[src/rtl/fifo_uart_tx.sv]
// UART transmitter that drains a show-ahead FIFO, one frame per popped byte.
// Define UART_TX_PARITY_EN to add an even-parity bit after the data bits.
module fifo_uart_tx #(
   parameter int CLKS_PER_BIT = 16,
   parameter int DATA_WIDTH   = 8
) (
   input  logic                  i_clk,
   input  logic                  i_rst,
   input  logic                  i_fifo_empty,
   input  logic [DATA_WIDTH-1:0] i_fifo_data,
   output logic                  o_fifo_rd_en,
   output logic                  o_tx,
   output logic                  o_busy,
   output logic                  o_done
);

   localparam int BAUD_W = (CLKS_PER_BIT > 1) ? $clog2(CLKS_PER_BIT) : 1;
   localparam int BIT_W  = (DATA_WIDTH > 1) ? $clog2(DATA_WIDTH) : 1;
   localparam logic [BAUD_W-1:0] BAUD_LAST = BAUD_W'(CLKS_PER_BIT - 1);
   localparam logic [BIT_W-1:0]  BIT_LAST  = BIT_W'(DATA_WIDTH - 1);

`ifdef UART_TX_PARITY_EN
   typedef enum logic [2:0] {IDLE, START, DATA, PARITY, STOP} state_t;
`else
   typedef enum logic [2:0] {IDLE, START, DATA, STOP} state_t;
`endif

   state_t                r_state;
   state_t                w_nextState;
   logic [DATA_WIDTH-1:0] r_shift;
   logic [BAUD_W-1:0]     r_baud;
   logic [BIT_W-1:0]      r_bit;
   logic                  w_wrap;
   logic                  w_rdEn;
`ifdef UART_TX_PARITY_EN
   logic                  r_par;
`endif

   assign w_wrap = (r_baud == BAUD_LAST);

   // A pop starts a frame from IDLE, or chains one straight after a stop bit.
   assign w_rdEn = !i_rst && !i_fifo_empty &&
                   ((r_state == IDLE) || ((r_state == STOP) && w_wrap));

   assign o_fifo_rd_en = w_rdEn;
   assign o_busy       = (r_state != IDLE);
   assign o_done       = (r_state == STOP) && w_wrap;

   always_ff @(posedge i_clk or posedge i_rst) begin
      if (i_rst) r_state <= IDLE;
      else       r_state <= w_nextState;
   end

   always_comb begin
      w_nextState = r_state;
      o_tx        = 1'b1;
      case (r_state)
         IDLE: begin
            if (w_rdEn) w_nextState = START;
         end
         START: begin
            o_tx = 1'b0;
            if (w_wrap) w_nextState = DATA;
         end
         DATA: begin
            o_tx = r_shift[0];
`ifdef UART_TX_PARITY_EN
            if (w_wrap && (r_bit == BIT_LAST)) w_nextState = PARITY;
`else
            if (w_wrap && (r_bit == BIT_LAST)) w_nextState = STOP;
`endif
         end
`ifdef UART_TX_PARITY_EN
         PARITY: begin
            o_tx = r_par;
            if (w_wrap) w_nextState = STOP;
         end
`endif
         STOP: begin
            if (w_wrap) w_nextState = w_rdEn ? START : IDLE;
         end
         default: w_nextState = IDLE;
      endcase
   end

   // Datapath: the byte is captured on the pop, so later FIFO changes cannot reach the line.
   always_ff @(posedge i_clk or posedge i_rst) begin
      if (i_rst) begin
         r_shift <= '0;
         r_baud  <= '0;
         r_bit   <= '0;
`ifdef UART_TX_PARITY_EN
         r_par   <= 1'b0;
`endif
      end else if (w_rdEn) begin
         r_shift <= i_fifo_data;
         r_baud  <= '0;
         r_bit   <= '0;
`ifdef UART_TX_PARITY_EN
         r_par   <= 1'b0;
`endif
      end else if (r_state != IDLE) begin
         r_baud <= w_wrap ? '0 : r_baud + BAUD_W'(1);
         if ((r_state == DATA) && w_wrap) begin
            r_shift <= r_shift >> 1;
            r_bit   <= r_bit + BIT_W'(1);
`ifdef UART_TX_PARITY_EN
            r_par   <= r_par ^ r_shift[0];
`endif
         end
      end
   end

endmodule

[config.mk]
export PLATFORM = sky130hd
export DESIGN_NAME = fifo_uart_tx
export DESIGN_NICKNAME = d
export VERILOG_FILES = /design/src/rtl/fifo_uart_tx.sv
export SDC_FILE = /design/constraint.sdc
export NUM_CORES = 1
export LEC_CHECK = 0
export CAP_MARGIN = 20
export CORE_AREA = 2 2 47 49
export CTS_BUF_LIST = sky130_fd_sc_hd__clkbuf_8
export CTS_CLUSTER_SIZE = 30
export DETAILED_ROUTE_END_ITERATION = 8
export DIE_AREA = 0 0 49 51
export GPL_TIMING_DRIVEN = 0
export HOLD_SLACK_MARGIN = 0.02
export PLACE_DENSITY = 0.84
export RECOVER_POWER = 50
export SLEW_MARGIN = 5
export SYNTH_ARGS = -nofsm -noshare
export SYNTH_HDL_FRONTEND = slang
export SYNTH_SLANG_ARGS = --single-unit
[constraint.sdc]
create_clock -name i_clk -period 5.13 [get_ports i_clk]
set_clock_uncertainty 0.2 [all_clocks]
set_input_delay 1.026 -clock i_clk [delete_from_list [all_inputs] [get_ports i_clk]]
set_output_delay 1.026 -clock i_clk [all_outputs]
set_load 0.02 [all_outputs]
### After elaboration in Yosys (flattened, before gate mapping)

Cells that the tools add are included.

* $add $sub $neg: 2
* muxes and demuxes: 16
* reduce and logical (&&, ||, !) cells: 14
* eq/ne operators: 9

Operator list (count)
* $mux 8: 3
* $mux 3: 7
* $mux 4: 3
* $pmux 3 s4: 1
* $ne 2x2->1 const B: 4
* $eq 3x2->1 const B: 2
* $logic_and 1x1->1: 5
* $add 4x1->4 const B: 1
* $eq 4x4->1 const B: 1
* $reduce_and 4->1: 1
* $reduce_bool 2->1: 2
* $add 3x1->3 const B: 1
* $eq 3x1->1 const B: 1
* $eq 3x3->1 const B: 1
* $logic_not 3->1: 1
* $reduce_bool 3->1: 1
* $logic_not 1->1: 2
* $pmux 1 s2: 1
* $reduce_and 2->1: 1
* $logic_or 1x1->1: 1
* $mux 1: 1

* flip-flop bits (word level): 18
* logic and storage cells: 45
* output and inout bits: 4
* input port bits: 11

### Logic depth before layout (Yosys ltp)

Gate-level depths: netlist of the first run.

* depth in word-level cells: 7
* depth in mapped cells: 8
* depth with buffers taken out: 6

### Worst setup path before layout of the first run

Ideal clock, no wire load.

* kind: input-to-output
* start: input port i_fifo_empty
* end: output port o_fifo_rd_en
* required time: 3.904 ns
* cell stages on the path: 3
* slack: 2.266 ns
* data arrival time: 1.638 ns
* path buffers: 1
* path through: nor2_1 -> o21a_1 -> buf_2

* longest elaborated chain between the ends: 3

Ends and longest elaborated chain
* from (decl): line 9 `input logic i_fifo_empty,`
* $logic_not 1->1: line 42 `assign w_rdEn = !i_rst && !i_fifo_empty &&`
* $logic_and 1x1->1 (2 in a row): line 42
* to (decl): line 11 `output logic o_fifo_rd_en,`

No other way between the ends.

### Final worst setup path of the first run

* start: input port i_rst
* end: output port o_fifo_rd_en

* longest elaborated chain between the ends: 3

Ends and longest elaborated chain
* from (decl): line 8 `input logic i_rst,`
* $logic_not 1->1 (no source line)
* $logic_and 1x1->1 (2 in a row): line 42

No other way between the ends.

==> results of run 1 <==
==> metrics by stage <==
step | std cells | setup slack, ns
2_1_floorplan | 100 | 2.266
3_3_place_gp | 142 | 1.160
3_5_place_dp | 142 | 1.149
4_1_cts | 146 | 1.132
5_1_grt | 146 | 0.9111
6_report | 146 | 1.019
==> cell type report <==
type	count	area [um^2]	share of cell area, %
clock inverter	1	3.754	0.3168
tap	28	35.03	2.957
clock buffer	3	41.29	3.485
buffer	4	37.54	3.168
sequential	17	425.4	35.90
multi-input combinational	70	467.9	39.49
timing repair buffer	14	140.1	11.83
inverter	9	33.78	2.851
==> critical path: stages <==
cell	delay [ns]
dlygate4sd3_1	0.55
nor2_1	0.24
o21a_1	0.21
buf_2	0.22
clkdlybuf4s50_1	0.63
==> metal layers <==
layer  part of all wire, %  global-route usage (%)  routed length (um)
met3                   4.7                   3.801                  82
met5                     0                       0                   0
met4                  0.58                   5.714                  10
met1                    46                   20.49                 793
met2                    49                   27.40                 852
==> cells in the mapped netlist <==
| cell type | instances |
|---|---|
| buf_12 | 1 |
| a21oi_2 | 1 |
| o221ai_1 | 5 |
| inv_1 | 9 |
| o32a_1 | 1 |
| a21oi_1 | 1 |
| xnor2_1 | 1 |
| buf_2 | 2 |
| and3_1 | 1 |
| and4_1 | 1 |
| mux2_4 | 1 |
| dfrtp_1 | 17 |
| o21ai_0 | 5 |
| nand2_1 | 17 |
| o21bai_1 | 1 |
| ha_1 | 7 |
| mux2i_1 | 5 |
| nand3_1 | 2 |
| o31ai_1 | 2 |
| a22oi_1 | 1 |
| nor2_1 | 10 |
| and3_4 | 2 |
| o21ai_1 | 3 |
| buf_4 | 1 |
| o21a_1 | 1 |
| nand2b_1 | 2 |
==> registers in the layout, indices dropped and copies added, names as in the netlist <==
signal / count
r_baud: 4
r_shift: 8
r_bit: 3
r_state: 2
==> logic make-up (layout without fill, tap and decap cells) <==
| group | after synthesis | in the layout | share of synthesized area (%) |
|---|---|---|---|
| AOI/OAI and AO/OA | 21 | 21 | 15.04 |
| xor gates and xnor gates | 1 | 1 | 0.9081 |
| adders and majority gates | 7 | 7 | 9.079 |
| buffers and inverters | 13 | 31 | 7.393 |
| DFF | 17 | 17 | 44.10 |
| muxes | 6 | 6 | 6.744 |
| and+or+nand+nor | 35 | 35 | 16.73 |
==> worst paths after layout <==
path	to	slack, ns
worst max-delay path	o_fifo_rd_en	1.02
worst min-delay path	r_baud[0]	0.32
worst max register to register	r_state[1]	3.19
worst min register to register	r_baud[0]	0.32
max in group asynchronous	r_shift[7]	3.20
min in group asynchronous	r_state[1]	1.12
==> power groups by stage <==
stage | combinational [uW] | sequential (uW) | clock [uW]
final | 274 | 238 | 98.9
after global routing | 310 | 248 | 106
after CTS | 279 | 239 | 100
after detailed placement | 277 | 240 | 0
after global placement | 265 | 235 | 0
after floorplan | 207 | 229 | 0
==> results.cfg, run 1 <==
[route]
drt-initial-drc-count = 9
route.vias.total = 757
dr.pass1.iters = 4
viasPerCell = 5.185
drc = 0
drt_wl_total_um = 1737
antenna_left = 0
wl_per_cell_um = 11.90

[synth]
yosysUniqueCellTypes = 26
synth_area_leader_cell = dfrtp_1
netlist_top_cells_area = dfrtp_1, ha_1, nand2_1, mux2i_1, o221ai_1
synth_top_area_share_pct = 44.10
avgSynthCellArea_um2 = 9.647
synth-seq-area-share_pct = 44.10
synthesis.nets = 118
synth_seq_cells = 17
syn-instance-count = 100
synth_area_um2 = 964.7
yosysWarnings = 0

[clock_network]
hold_buffers = 0
clock_latency_ns = 0.25
path_clk_slew_ns = 0.06
cts_resized = 0
htree_levels = 1
cts_tree = yes
numCtsBuffers = 3
clock_path_buffers = 2
root_buffer = clkbuf_8
cts_setup_buffers = 0
cts.sinks = 17

[worst_setup_path]
ff2ff_path_depth = 7
crit_type = in2out
r2r-start = r_state[1]
worstPathRequired_ns = 3.90
cp_max_fo = 10
critPathLaunch = i_rst
cp-start-kind = input pin
arrival_ns = 2.89
worstSetupEndpointType = primary output

[power]
p_clk_share_pct = 16.2
ir_drop_mv = 0.2772
power.total_uw = 610.7
p_leak_uw = 0.0005273
internal_power_uw = 384.1
p_sw_uw = 226.6
p_seq_share_pct = 38.9
sw_frac_of_total_pct = 37.10
p_per_area_mw_per_mm2 = 515.4
power_frac_comb_pct = 44.9

[die]
core_area_mm2 = 0.002063
io-pin-count = 15
rows = 17
die_h_um = 51
start_util_pct = 46.76
die_area_mm2 = 0.002499
die_w_um = 49

[timing]
fmax_ghz = 0.2432
rsz0062_at_grt = false
slew_headroom_pct = 57.29
period_share_pct = 80.14
slew_viol_final = 0
hold_violations = 0
period_needed_ns = 4.111
setup_tns_ns = 0
worstMarginPinSlew_ns = 0.6400
setup_violations = 0
fin_hold_ws_ns = 0.3186

[layout]
final_util_pct = 57.43
antenna_cells = 0
drive_above_1_share_pct = 9.322
layout_common_cells = nand2_1, dfrtp_1, clkdlybuf4s50_1, nor2_1, inv_1
n_fill_cell = 193
layout.nets = 137
syn2layout_area_growth_pct = 22.83
final_area_mm2 = 0.001185

[global_routing]
antenna_found_initial = 0
grt_remaining_overflow = 0
grt_pass1_vias = 746
track_usage_pct = 16.24
grt_first_pass_wirelength_um = 3146
grt_max_degree = 18

[outcome]
status = finished, final reports clean

[min_path]
hp-class = reg2reg
hold_depth = 1
min_from = r_baud[0]

[placed_design]
place_area_mm2 = 0.001140
port_buffers = 14
routabilityCongestion = 0.7930
hpwl_um = 1325

[job]
drv_cap = 0
Power figures use the tool's default switching activity.
==> inputs of run 2 (changes only) <==
--- a/config.mk
+++ b/config.mk
@@ -6,11 +6,11 @@
 export NUM_CORES = 1
 export LEC_CHECK = 0
 export CAP_MARGIN = 20
-export CORE_AREA = 2 2 47 49
+export CORE_AREA = 2 2 48 50
 export CTS_BUF_LIST = sky130_fd_sc_hd__clkbuf_8
 export CTS_CLUSTER_SIZE = 30
 export DETAILED_ROUTE_END_ITERATION = 8
-export DIE_AREA = 0 0 49 51
+export DIE_AREA = 0 0 50 52
 export GPL_TIMING_DRIVEN = 0
 export HOLD_SLACK_MARGIN = 0.02
 export PLACE_DENSITY = 0.84
==> constraint.sdc (replaced) <==
create_clock -name i_clk -period 3.7 [get_ports i_clk]
set_clock_uncertainty 0.2 [all_clocks]
set_input_delay 0.74 -clock i_clk [delete_from_list [all_inputs] [get_ports i_clk]]
set_output_delay 0.74 -clock i_clk [all_outputs]
set_load 0.02 [all_outputs]
==> results.cfg, run 2 (same netlist as run 1, synthesis figures left out) <==
[outcome]
status = finished, final reports clean

[timing]
rsz0062_at_grt = false
fmax_ghz = 0.2930
slew_headroom_pct = 56.33
hold_violations = 0
setup_violations = 0
period_needed_ns = 3.413
slew_viol_final = 0
setup_tns_ns = 0
worstMarginPinSlew_ns = 0.6544
period_share_pct = 92.25

[route]
route.vias.total = 752
antenna_left = 0
drt-initial-drc-count = 12
viasPerCell = 5.151
drc = 0
dr.pass1.iters = 4
wl_per_cell_um = 12.44
drt_wl_total_um = 1816

[clock_network]
cts_tree = yes
cts_resized = 0
numCtsBuffers = 3
clock_path_buffers = 2
path_clk_slew_ns = 0.06
root_buffer = clkbuf_8
hold_buffers = 0
clock_latency_ns = 0.25
htree_levels = 1
cts.sinks = 17
cts_setup_buffers = 0

[worst_setup_path]
crit_type = in2out
crit_slowest_cell = clkdlybuf4s50_1
worstReg2RegEnd = r_shift[5]
cp_max_fo = 10
max_stage_delay_ns = 0.63
worstSetupEndpointType = primary output
path_cells = clkdlybuf4s50_1, nor2_1, o21a_1, buf_2, clkdlybuf4s50_1
worstPathRequired_ns = 2.76
r2r-start = r_state[0]
cp-start-kind = input pin
arrival_ns = 2.47
crit_top_cell = clkdlybuf4s50_1
ff2ff_path_depth = 7
reg2reg_slack_ns = 1.71

[layout]
stdcell_count = 146
regMostFlops = r_shift
antenna_cells = 0
layout_common_cells = nand2_1, dfrtp_1, clkdlybuf4s50_1, nor2_1, inv_1
drive_above_1_share_pct = 9.322
layout.nets = 137
n_fill_cell = 186
final_util_pct = 56.27
syn2layout_area_growth_pct = 22.83
largest_reg_flops = 8
reg.largest.list = r_shift: 8 flops, r_baud: 4 flops, r_bit: 3 flops
final_area_mm2 = 0.001185

[power]
p_leak_uw = 0.0005270
ir_drop_mv = 0.3749
p_per_area_mw_per_mm2 = 716.7
power.total_uw = 849.3

[placed_design]
port_buffers = 14
hpwl_um = 1361
dp.cells = 142
routabilityCongestion = 0.7889
place_area_mm2 = 0.001140

[min_path]
hp-class = reg2reg
whs_endpoint = r_baud[0]
min_from = r_baud[0]
hold_depth = 1

[global_routing]
grt_first_pass_wirelength_um = 3187
grt_remaining_overflow = 0
track_usage_pct = 16.51
grt_max_degree = 18
antenna_found_initial = 0
grt_pass1_vias = 758

[die]
io-pin-count = 15
core_area_mm2 = 0.002106
die_h_um = 52
die_area_mm2 = 0.002600
rows = 17
start_util_pct = 45.81
die_w_um = 50

[job]
drv_cap = 0
[run 2: cell types whose count changed in the layout (fill, tap and decap cells not counted)]
| cell | delta |
|---|---|
| clkdlybuf4s50_1 | +1 |
| dlygate4sd3_1 | -1 |
[run 2: worst max-delay path by stage]
stage                    to  slack [ns]  cells past startpoint    startpoint
6_report       o_fifo_rd_en        0.29                      5         i_rst
3_3_place_gp   o_fifo_rd_en        0.30                      5         i_rst
2_1_floorplan  o_fifo_rd_en        1.41                      3  i_fifo_empty
5_1_grt        o_fifo_rd_en        0.17                      5         i_rst
4_1_cts        o_fifo_rd_en        0.26                      5         i_rst
3_5_place_dp   o_fifo_rd_en        0.28                      5         i_rst
[run 2: metal layers]
layer  vias to the layer above  global-route usage [%]  share of wire [%]
met5                         -                       0                  0
met4                         0                   8.333                1.9
met3                         4                   3.448                4.0
met2                        20                   28.51                 46
met1                       348                   19.31                 48
li1                        380                       -                  -
[run 2: where the power goes]
part	total, uW	leakage, uW	switching, uW	internal [uW]
clock	134	0.0000269	60.6	73.5
combinational	383	0.000287	193	189
sequential	333	0.000213	62.4	270
[run 2: worst max-delay path, delay by kind of cell]
| family | cells | cell delay (ns) |
|---|---|---|
| buffers and inverters | 3 | 1.27 |
| AND/OR/NAND/NOR | 1 | 0.24 |
| AO/OA/AOI/OAI | 1 | 0.22 |
[run 2: area by class of cell]
type	instances	area [um^2]	area share [%]
buffer	4	37.54	3.168
clock buffer	3	41.29	3.485
clock inverter	1	3.754	0.3168
inverter	9	33.78	2.851
multi-input combinational	70	467.9	39.49
sequential	17	425.4	35.90
tap	28	35.03	2.957
timing repair buffer	14	140.1	11.83
[run 2: per-stage QoR]
stage	hold slack (ns)	setup WS, ns
finish	0.3179	0.2866
global placement	0.2937	0.2972
CTS	0.3229	0.2648
global route	0.3373	0.1697
floorplan	0.2798	1.408
detailed placement	0.3132	0.2757
==> inputs of run 3 (changes only) <==
--- a/config.mk
+++ b/config.mk
@@ -8,7 +8,7 @@
 export CAP_MARGIN = 20
 export CORE_AREA = 2 2 48 50
 export CTS_BUF_LIST = sky130_fd_sc_hd__clkbuf_8
-export CTS_CLUSTER_SIZE = 30
+export CTS_CLUSTER_SIZE = 12
 export DETAILED_ROUTE_END_ITERATION = 8
 export DIE_AREA = 0 0 50 52
 export GPL_TIMING_DRIVEN = 0
==> results of run 3 <==
Final layout, timing and power as in run 2 (identical DEF).
